<file path="src/rtl/keypad_scanner.sv">
// 4x4 hex keypad scanner: column-strobed row sampling, whole-keypad debounce,
// single-press event generation and a 32-bit hex entry shift register.
module keypad_scanner #(
   parameter int SCAN_DIV       = 50000,
   parameter int DEBOUNCE_SCANS = 4
) (
   input  logic        clk,
   input  logic        reset,
   input  logic [3:0]  row,
   input  logic        clear,
   output logic [3:0]  col,
   output logic        key_valid,
   output logic [3:0]  key_code,
   output logic        key_held,
   output logic        multi_key,
   output logic [31:0] entry,
   output logic [3:0]  digit_count
);

   localparam int DW = $clog2(SCAN_DIV);

   logic [DW-1:0] dwell_q, dwell_d;
   logic [1:0]    col_q, col_d;
   logic [3:0]    row_s1_q, row_s2_q;
   logic [15:0]   snap_q, snap_d;
   logic [15:0]   prev_q, prev_d;
   logic [15:0]   stable_q, stable_d;
   logic [3:0]    match_q, match_d;
   logic          valid_q, valid_d;
   logic [3:0]    code_q, code_d;
   logic          held_q, held_d;
   logic          multi_q, multi_d;
   logic [31:0]   entry_q, entry_d;
   logic [3:0]    count_q, count_d;

   logic          scan_done;
   logic [4:0]    ones;
   logic [3:0]    key_idx;

   // Snapshot bit 4*c+r -> hex legend printed on the keypad.
   function automatic logic [3:0] key_of(input logic [3:0] idx);
      case (idx)
         4'd0:  key_of = 4'h1;
         4'd1:  key_of = 4'h4;
         4'd2:  key_of = 4'h7;
         4'd3:  key_of = 4'h0;
         4'd4:  key_of = 4'h2;
         4'd5:  key_of = 4'h5;
         4'd6:  key_of = 4'h8;
         4'd7:  key_of = 4'hF;
         4'd8:  key_of = 4'h3;
         4'd9:  key_of = 4'h6;
         4'd10: key_of = 4'h9;
         4'd11: key_of = 4'hE;
         4'd12: key_of = 4'hA;
         4'd13: key_of = 4'hB;
         4'd14: key_of = 4'hC;
         default: key_of = 4'hD;
      endcase
   endfunction

   always_comb begin
      dwell_d   = dwell_q;
      col_d     = col_q;
      snap_d    = snap_q;
      prev_d    = prev_q;
      stable_d  = stable_q;
      match_d   = match_q;
      valid_d   = 1'b0;
      code_d    = code_q;
      entry_d   = entry_q;
      count_d   = count_q;
      scan_done = 1'b0;
      ones      = '0;
      key_idx   = '0;

      if (dwell_q == DW'(SCAN_DIV - 1)) begin
         dwell_d = '0;
         snap_d[{col_q, 2'b00} +: 4] = ~row_s2_q;
         col_d = col_q + 2'd1;
         scan_done = (col_q == 2'd3);
      end else begin
         dwell_d = dwell_q + DW'(1);
      end

      if (scan_done) begin
         if (snap_d != prev_q) begin
            prev_d  = snap_d;
            match_d = 4'd1;
         end else if (match_q != 4'(DEBOUNCE_SCANS)) begin
            match_d = match_q + 4'd1;
         end
         if (match_d == 4'(DEBOUNCE_SCANS)) begin
            stable_d = prev_d;
         end
      end

      for (int i = 0; i < 16; i++) begin
         ones = ones + 5'(stable_d[i]);
         if (stable_d[i]) key_idx = 4'(i);
      end
      held_d  = |stable_d;
      multi_d = (ones >= 5'd2);

      // Only an idle-to-single-key transition is a press; stable_d only moves on scan_done.
      if ((stable_q == 16'h0) && (ones == 5'd1)) begin
         valid_d = 1'b1;
         code_d  = key_of(key_idx);
         entry_d = {entry_q[27:0], code_d};
         count_d = (count_q == 4'd8) ? 4'd8 : count_q + 4'd1;
      end

      if (clear) begin
         entry_d = '0;
         count_d = '0;
      end
   end

   always_ff @(posedge clk or posedge reset) begin
      if (reset) begin
         dwell_q  <= '0;
         col_q    <= '0;
         row_s1_q <= 4'hF;
         row_s2_q <= 4'hF;
         snap_q   <= '0;
         prev_q   <= '0;
         stable_q <= '0;
         match_q  <= '0;
         valid_q  <= 1'b0;
         code_q   <= '0;
         held_q   <= 1'b0;
         multi_q  <= 1'b0;
         entry_q  <= '0;
         count_q  <= '0;
      end else begin
         dwell_q  <= dwell_d;
         col_q    <= col_d;
         row_s1_q <= row;
         row_s2_q <= row_s1_q;
         snap_q   <= snap_d;
         prev_q   <= prev_d;
         stable_q <= stable_d;
         match_q  <= match_d;
         valid_q  <= valid_d;
         code_q   <= code_d;
         held_q   <= held_d;
         multi_q  <= multi_d;
         entry_q  <= entry_d;
         count_q  <= count_d;
      end
   end

   assign col         = ~(4'b0001 << col_q);
   assign key_valid   = valid_q;
   assign key_code    = code_q;
   assign key_held    = held_q;
   assign multi_key   = multi_q;
   assign entry       = entry_q;
   assign digit_count = count_q;

endmodule

</file>
<file path="config.mk">
export PLATFORM = sky130hd
export DESIGN_NAME = keypad_scanner
export DESIGN_NICKNAME = d
export VERILOG_FILES = /design/src/rtl/keypad_scanner.sv
export SDC_FILE = /design/constraint.sdc
export NUM_CORES = 1
export LEC_CHECK = 0
export CAP_MARGIN = 20
export CORE_MARGIN = 3
export CORE_UTILIZATION = 59
export DETAILED_ROUTE_END_ITERATION = 8
export PLACE_DENSITY = 0.81
export SETUP_SLACK_MARGIN = 0.2
export SYNTH_ARGS = -nofsm -noshare
export SYNTH_HDL_FRONTEND = slang
export SYNTH_SLANG_ARGS = --single-unit
</file>
<file path="constraint.sdc">
create_clock -name clk -period 9.94 [get_ports clk]
set_input_delay 1.491 -clock clk [delete_from_list [all_inputs] [get_ports clk]]
set_output_delay 1.491 -clock clk [all_outputs]
set_load 0.01 [all_outputs]
</file>
==> metrics.yaml, run 1 <==
global_routing:
  grt_pass1_wl_mm: 28.6
  grt_pass1_vias: 5619
  grt_util_all_layers_pct: 28.4
  antenna_found_initial: 0
  grt_overflow: 0
  grt_max_degree: 63
routing:
  drc: 0
  vias: 5560
  first_iter_violations: 710
  drt_wl_total_mm: 17.1
  wl_per_cell_um: 18.4
  ant_nets: 0
  drtPass1Iterations: 5
  viasPerCell: 5.99
power:
  powerDensity_mw_per_mm2: 145
  leakagePower_uw: 0.00365
  ir_drop_mv: 0.138
flow_run:
  maxCapViolCount: 0
sta:
  rsz0062_at_grt: "false"
  fin_crit_sh_pct: 88.5
  whs_ns: 0.349
  slew_headroom_pct: 39.2
  slew_viol_final: 0
  worstMarginPinSlew_ns: 0.904
  setup_tns_ns: 0
  setup_viol: 0
  fmax_ghz: 0.114
  final_hold_viol_count: 0
  finalClockSkew_ns: 0.0117
  min_period_ns: 8.80
finish:
  fin_util_pct: 72.9
  final_cell_mix: "nand2_1 (130), dfrtp_1 (113), a21oi_1 (58)"
  finalNetCount: 810
  fillCellCount: 822
  drive_above_1_share_pct: 10.0
  final_common_cell: "nand2_1"
  antennaDiodeCount: 0
  areaGrowthSynthToFinish_pct: 19.2
setup_path:
  regToRegStartpoint: "dwell_q[13]"
  crit_path_start_kind: "flip-flop"
  cp_max_fo: 24
  cp.required_ns: 10.23
  critical_path.startpoint: "dwell_q[13]"
  crit_type: "reg -> reg"
  r2r_end: "entry[8]"
  cpPeakStageDelay_ns: 0.84
  endpoint: "entry[8]"
  cp-end-kind: "flip-flop"
  r2r_slack_ns: 1.14
  crit_slowest_cell: "nor4_4"
  r2r_cells: 25
  crit_top_cell: "fa_1"
  cp_data_arrival_time_ns: 9.09
cts:
  cts.path.max_buffers: 2
  cts.clk_slew.worst_paths_ns: 0.05
  ctsResizeCount: 0
  insertion_delay_ns: 0.42
  htreeDepth: 4
  cts_setup_buffers: 0
  root_buffer: "clkbuf_16"
  cts_tree: "built"
  cts_sinks: 121
  cts_made_buffers: 17
  cts_hold_buffers: 0
yosys:
  ys_seq_elements: 121
  synthesis.nets: 757
  ys_seq_area_share_pct: 45.4
  async_reset_ff_share_pct: 100
  synth_area_per_cell_um2: 9.26
  synth_edf_count: 0
  ys_types: 69
  syn_area_mm2: 0.00669
  synthCells: 722
  synthFlopType: "dfrtp_1"
  ys_warn_count: 0
placement:
  post-dp-hpwl_mm: 12.1
  place.port_buffers: 53
  gp_congestion: 0.908
floorplan:
  io_pins: 54
  rows: 38
  fp.dieW_um: 112
  start_util_pct: 61.2
  core_region_area_mm2: 0.0109
  die_h_um: 112
  die-area_mm2: 0.0127
min_path:
  min_path_type: "reg -> reg"
run_status:
  outcome: "finished, final reports clean"
-- Yosys cell counts, drive strengths merged, types with 8 or more instances --
library cell / n / area, um2
nand2: 130 / 488
dfrtp: 113 / 2830
a21oi: 59 / 299
nor2: 57 / 216
inv: 53 / 199
o21ai: 28 / 140
clkbuf: 21 / 78.8
mux2i: 21 / 223
nor3: 19 / 95.1
ha: 18 / 225
mux2: 14 / 161
xor2: 12 / 105
nor4: 11 / 126
fa: 10 / 200
nand3: 10 / 50.1
nand4: 10 / 62.6
or3: 10 / 62.6
or4: 9 / 75.1
dfstp: 8 / 210
nand2b: 8 / 50.1
xnor2: 8 / 70.1
-- state kept, by name (all words and copies together) (netlist names) --
signal and flops:
key_code 4, digit_count 4, key_valid 1, stable_q 16, key_held 1, prev_q 16
col_q 2, snap_q 16, dwell_q 16, row_s2_q 4, multi_key 1, entry 32
match_q 4, row_s1_q 4
-- critical path: cells and delay by family, from the launching register on --
kind                     cells  cell delay, ns
flip-flops                   1            0.42
buffers and inverters        6            0.84
AND/OR/NAND/NOR              9            3.70
adder cells (fa/ha/maj)      6            2.69
AO/OA/AOI/OAI                3            0.70
multiplexers                 1            0.29
-- layout make-up --
| type | instances | area (um2) | share of cell area [%] |
|---|---|---|---|
| Clock inverter | 7 | 115 | 1.44 |
| Timing Repair Buffer | 62 | 618 | 7.75 |
| Sequential cell | 121 | 3040 | 38.1 |
| Clock buffer | 25 | 495 | 6.21 |
| Tap cell | 140 | 175 | 2.20 |
| Multi-Input combinational cell | 520 | 3330 | 41.8 |
| Inverter | 53 | 201 | 2.53 |
-- per-stage QoR --
stage | total power, uW | instances | cell area [um2] | setup WS, ns
detailed placement | 525 | 895 | 7340 | 0.968
floorplan | 518 | 722 | 6690 | 1.86
CTS | 1160 | 927 | 7950 | 0.898
global route | 1190 | 928 | 7980 | 0.814
global placement | 525 | 895 | 7340 | 1.29
finish | 1150 | 928 | 7980 | 1.14
-- logic make-up (layout without fill, tap and decap cells) --
kind of cell	after synthesis	after routing	synth area share [%]
simple gates	300	300	22.4
compound gates	137	137	12.5
flops	121	121	45.4
buf+inv	81	147	4.94
mux	35	35	5.74
fa+ha+maj	28	28	6.36
xor+xnor	20	20	2.62
-- power breakdown --
group / switching [uW] / internal (uW)
Combinational: 13.2 / 4.08
Clock: 217 / 420
Sequential: 3.16 / 496
Total: 233 / 920
-- layer usage --
metal	track usage, %	share of wire (%)	vias to the layer above
met4	7.77	1.1	0
met1	38.6	44	2775
met5	0	0	-
li1	-	-	2592
met2	45.9	50	176
met3	6.85	5.5	17
-- worst min path at each step --
stage	startpoint	end	slack, ns	depth (start not counted)
5_1_grt	row_s1_q[0]	row_s2_q[0]	0.35	0
3_3_place_gp	row_s1_q[1]	row_s2_q[1]	0.35	0
3_5_place_dp	row_s1_q[0]	row_s2_q[0]	0.35	0
4_1_cts	row_s1_q[0]	row_s2_q[0]	0.35	0
6_report	row_s1_q[0]	row_s2_q[0]	0.35	0
2_1_floorplan	row_s1_q[0]	row_s2_q[0]	0.35	0
Power figures use the tool's default switching activity.
==> inputs of run 2 (changes only) <==
--- a/config.mk
+++ b/config.mk
@@ -9,8 +9,9 @@
 export CORE_MARGIN = 3
 export CORE_UTILIZATION = 59
 export DETAILED_ROUTE_END_ITERATION = 8
+export MAX_ROUTING_LAYER = met4
 export PLACE_DENSITY = 0.81
-export SETUP_SLACK_MARGIN = 0.2
+export SETUP_SLACK_MARGIN = 0.3
 export SYNTH_ARGS = -nofsm -noshare
 export SYNTH_HDL_FRONTEND = slang
 export SYNTH_SLANG_ARGS = --single-unit
==> metrics.yaml, run 2 (same netlist as run 1, synthesis figures left out) <==
run_status:
  outcome: "finished, final reports clean"
min_path:
  min_path_type: "reg -> reg"
sta:
  fin_crit_sh_pct: 85.9
  worstMarginPinSlew_ns: 1.01
  min_period_ns: 8.54
  slew_headroom_pct: 31.8
  slew_viol_final: 0
  final_hold_viol_count: 0
  finalClockSkew_ns: 0.00507
  setup_tns_ns: 0
  setup_viol: 0
  fmax_ghz: 0.117
  rsz0062_at_grt: "false"
global_routing:
  grt_pass1_wl_mm: 27.6
  grt_max_degree: 73
  grt_util_all_layers_pct: 28.3
  grt_pass1_vias: 5503
  antenna_found_initial: 0
  grt_overflow: 0
setup_path:
  r2r_cells: 25
  endpoint: "entry[2]"
  cp_max_fo: 32
  cp-end-kind: "flip-flop"
  r2r_end: "entry[2]"
  regToRegStartpoint: "dwell_q[13]"
  cp_data_arrival_time_ns: 8.83
  critical_path.startpoint: "dwell_q[13]"
  cp.required_ns: 10.23
  crit_type: "reg -> reg"
  r2r_slack_ns: 1.40
  crit_path_start_kind: "flip-flop"
power:
  ir_drop_mv: 0.142
  leakagePower_uw: 0.00364
  powerDensity_mw_per_mm2: 143
finish:
  final_common_cell: "nand2_1"
  antennaDiodeCount: 0
  areaGrowthSynthToFinish_pct: 19.2
  fin_cells: 928
  final_cell_mix: "nand2_1 (130), dfrtp_1 (113), a21oi_1 (58)"
  fillCellCount: 802
  finalNetCount: 810
  seqCellArea_mm2: 0.00304
  multiInputGateArea_mm2: 0.00333
  drive_above_1_share_pct: 10.0
  largest_register_ffs: 32
cts:
  ctsResizeCount: 0
  htreeDepth: 4
  cts.path.max_buffers: 2
  cts_made_buffers: 17
  root_buffer: "clkbuf_16"
  cts_tree: "built"
  cts.clk_slew.worst_paths_ns: 0.05
  cts_hold_buffers: 0
  cts_sinks: 121
  cts_setup_buffers: 0
  insertion_delay_ns: 0.42
routing:
  first_iter_violations: 531
  drt_wl_total_mm: 16.5
  vias: 5593
  ant_nets: 0
  drc: 0
  viasPerCell: 6.03
  wl_per_cell_um: 17.8
  drtPass1Iterations: 5
floorplan:
  die_h_um: 112
  core_region_area_mm2: 0.0109
  fp.dieW_um: 112
  die-area_mm2: 0.0127
  start_util_pct: 61.2
  io_pins: 54
  rows: 38
placement:
  place.port_buffers: 53
  gp_congestion: 0.933
  post-dp-hpwl_mm: 12.0
  dpl.cell_count: 895
flow_run:
  maxCapViolCount: 0
run 2: layer usage:
layer,track usage (%),wire length [um],vias up,part of all wire [%]
met5,-,0,-,0
met4,8.57,297,0,1.8
met3,6.42,1100,26,6.6
met2,43.2,7840,206,47
met1,38.2,7300,2766,44
li1,-,-,2595,-
run 2: where the power goes:
group | leakage, uW | total, uW | switching (uW) | internal (uW)
Clock | 0.000286 | 624 | 215 | 409
Sequential | 0.00165 | 499 | 3.13 | 496
Combinational | 0.00170 | 17.1 | 13.0 | 4.08
run 2: per-stage QoR:
| step | hold WS [ns] | setup WS (ns) | total power [uW] | util, % | instance area [um2] |
|---|---|---|---|---|---|
| 3_3_place_gp | 0.345 | 1.29 | 524 | 67.1 | 7340 |
| 6_report | 0.353 | 1.40 | 1140 | 72.9 | 7970 |
| 2_1_floorplan | 0.345 | 1.86 | 518 | - | 6690 |
| 4_1_cts | 0.351 | 1.02 | 1150 | 72.6 | 7940 |
| 3_5_place_dp | 0.348 | 1.07 | 525 | 67.1 | 7340 |
| 5_1_grt | 0.359 | 0.931 | 1170 | 72.9 | 7970 |
run 2: critical path: stages (launching register included):
cell and delay [ns]:
dfrtp_1 0.42, or4b_1 0.77, nor4_4 0.79, nand2_1 0.24, a21oi_2 0.22, inv_2 0.07
a2111o_1 0.41, or3_1 0.41, nor4_4 0.17, buf_4 0.26, mux2i_1 0.30, inv_1 0.12
fa_1 0.51, inv_1 0.06, fa_1 0.54, fa_1 0.45, fa_1 0.49, inv_1 0.04
ha_1 0.20, fa_1 0.43, nor3_1 0.17, nand2_1 0.14, or4_1 0.64, buf_16 0.24
o21ba_2 0.25, a21oi_1 0.06
run 2: layout make-up:
class | count | share of cell area, %
multi-input cells | 520 | 41.8
repair buffers | 62 | 7.76
inverters | 53 | 2.53
clock inverters | 5 | 1.04
flip-flops and latches | 121 | 38.1
well taps | 140 | 2.20
clock buffers | 27 | 6.56
run 2: worst min-delay path by stage:
stage | from | to | slack, ns | cells after the start
after floorplan | row_s1_q[0] | row_s2_q[0] | 0.35 | 0
after global placement | row_s1_q[1] | row_s2_q[1] | 0.35 | 0
after detailed placement | row_s1_q[0] | row_s2_q[0] | 0.35 | 0
after CTS | row_s1_q[0] | row_s2_q[0] | 0.35 | 0
after global routing | row_s1_q[0] | row_s2_q[0] | 0.36 | 0
final | row_s1_q[0] | row_s2_q[0] | 0.35 | 0
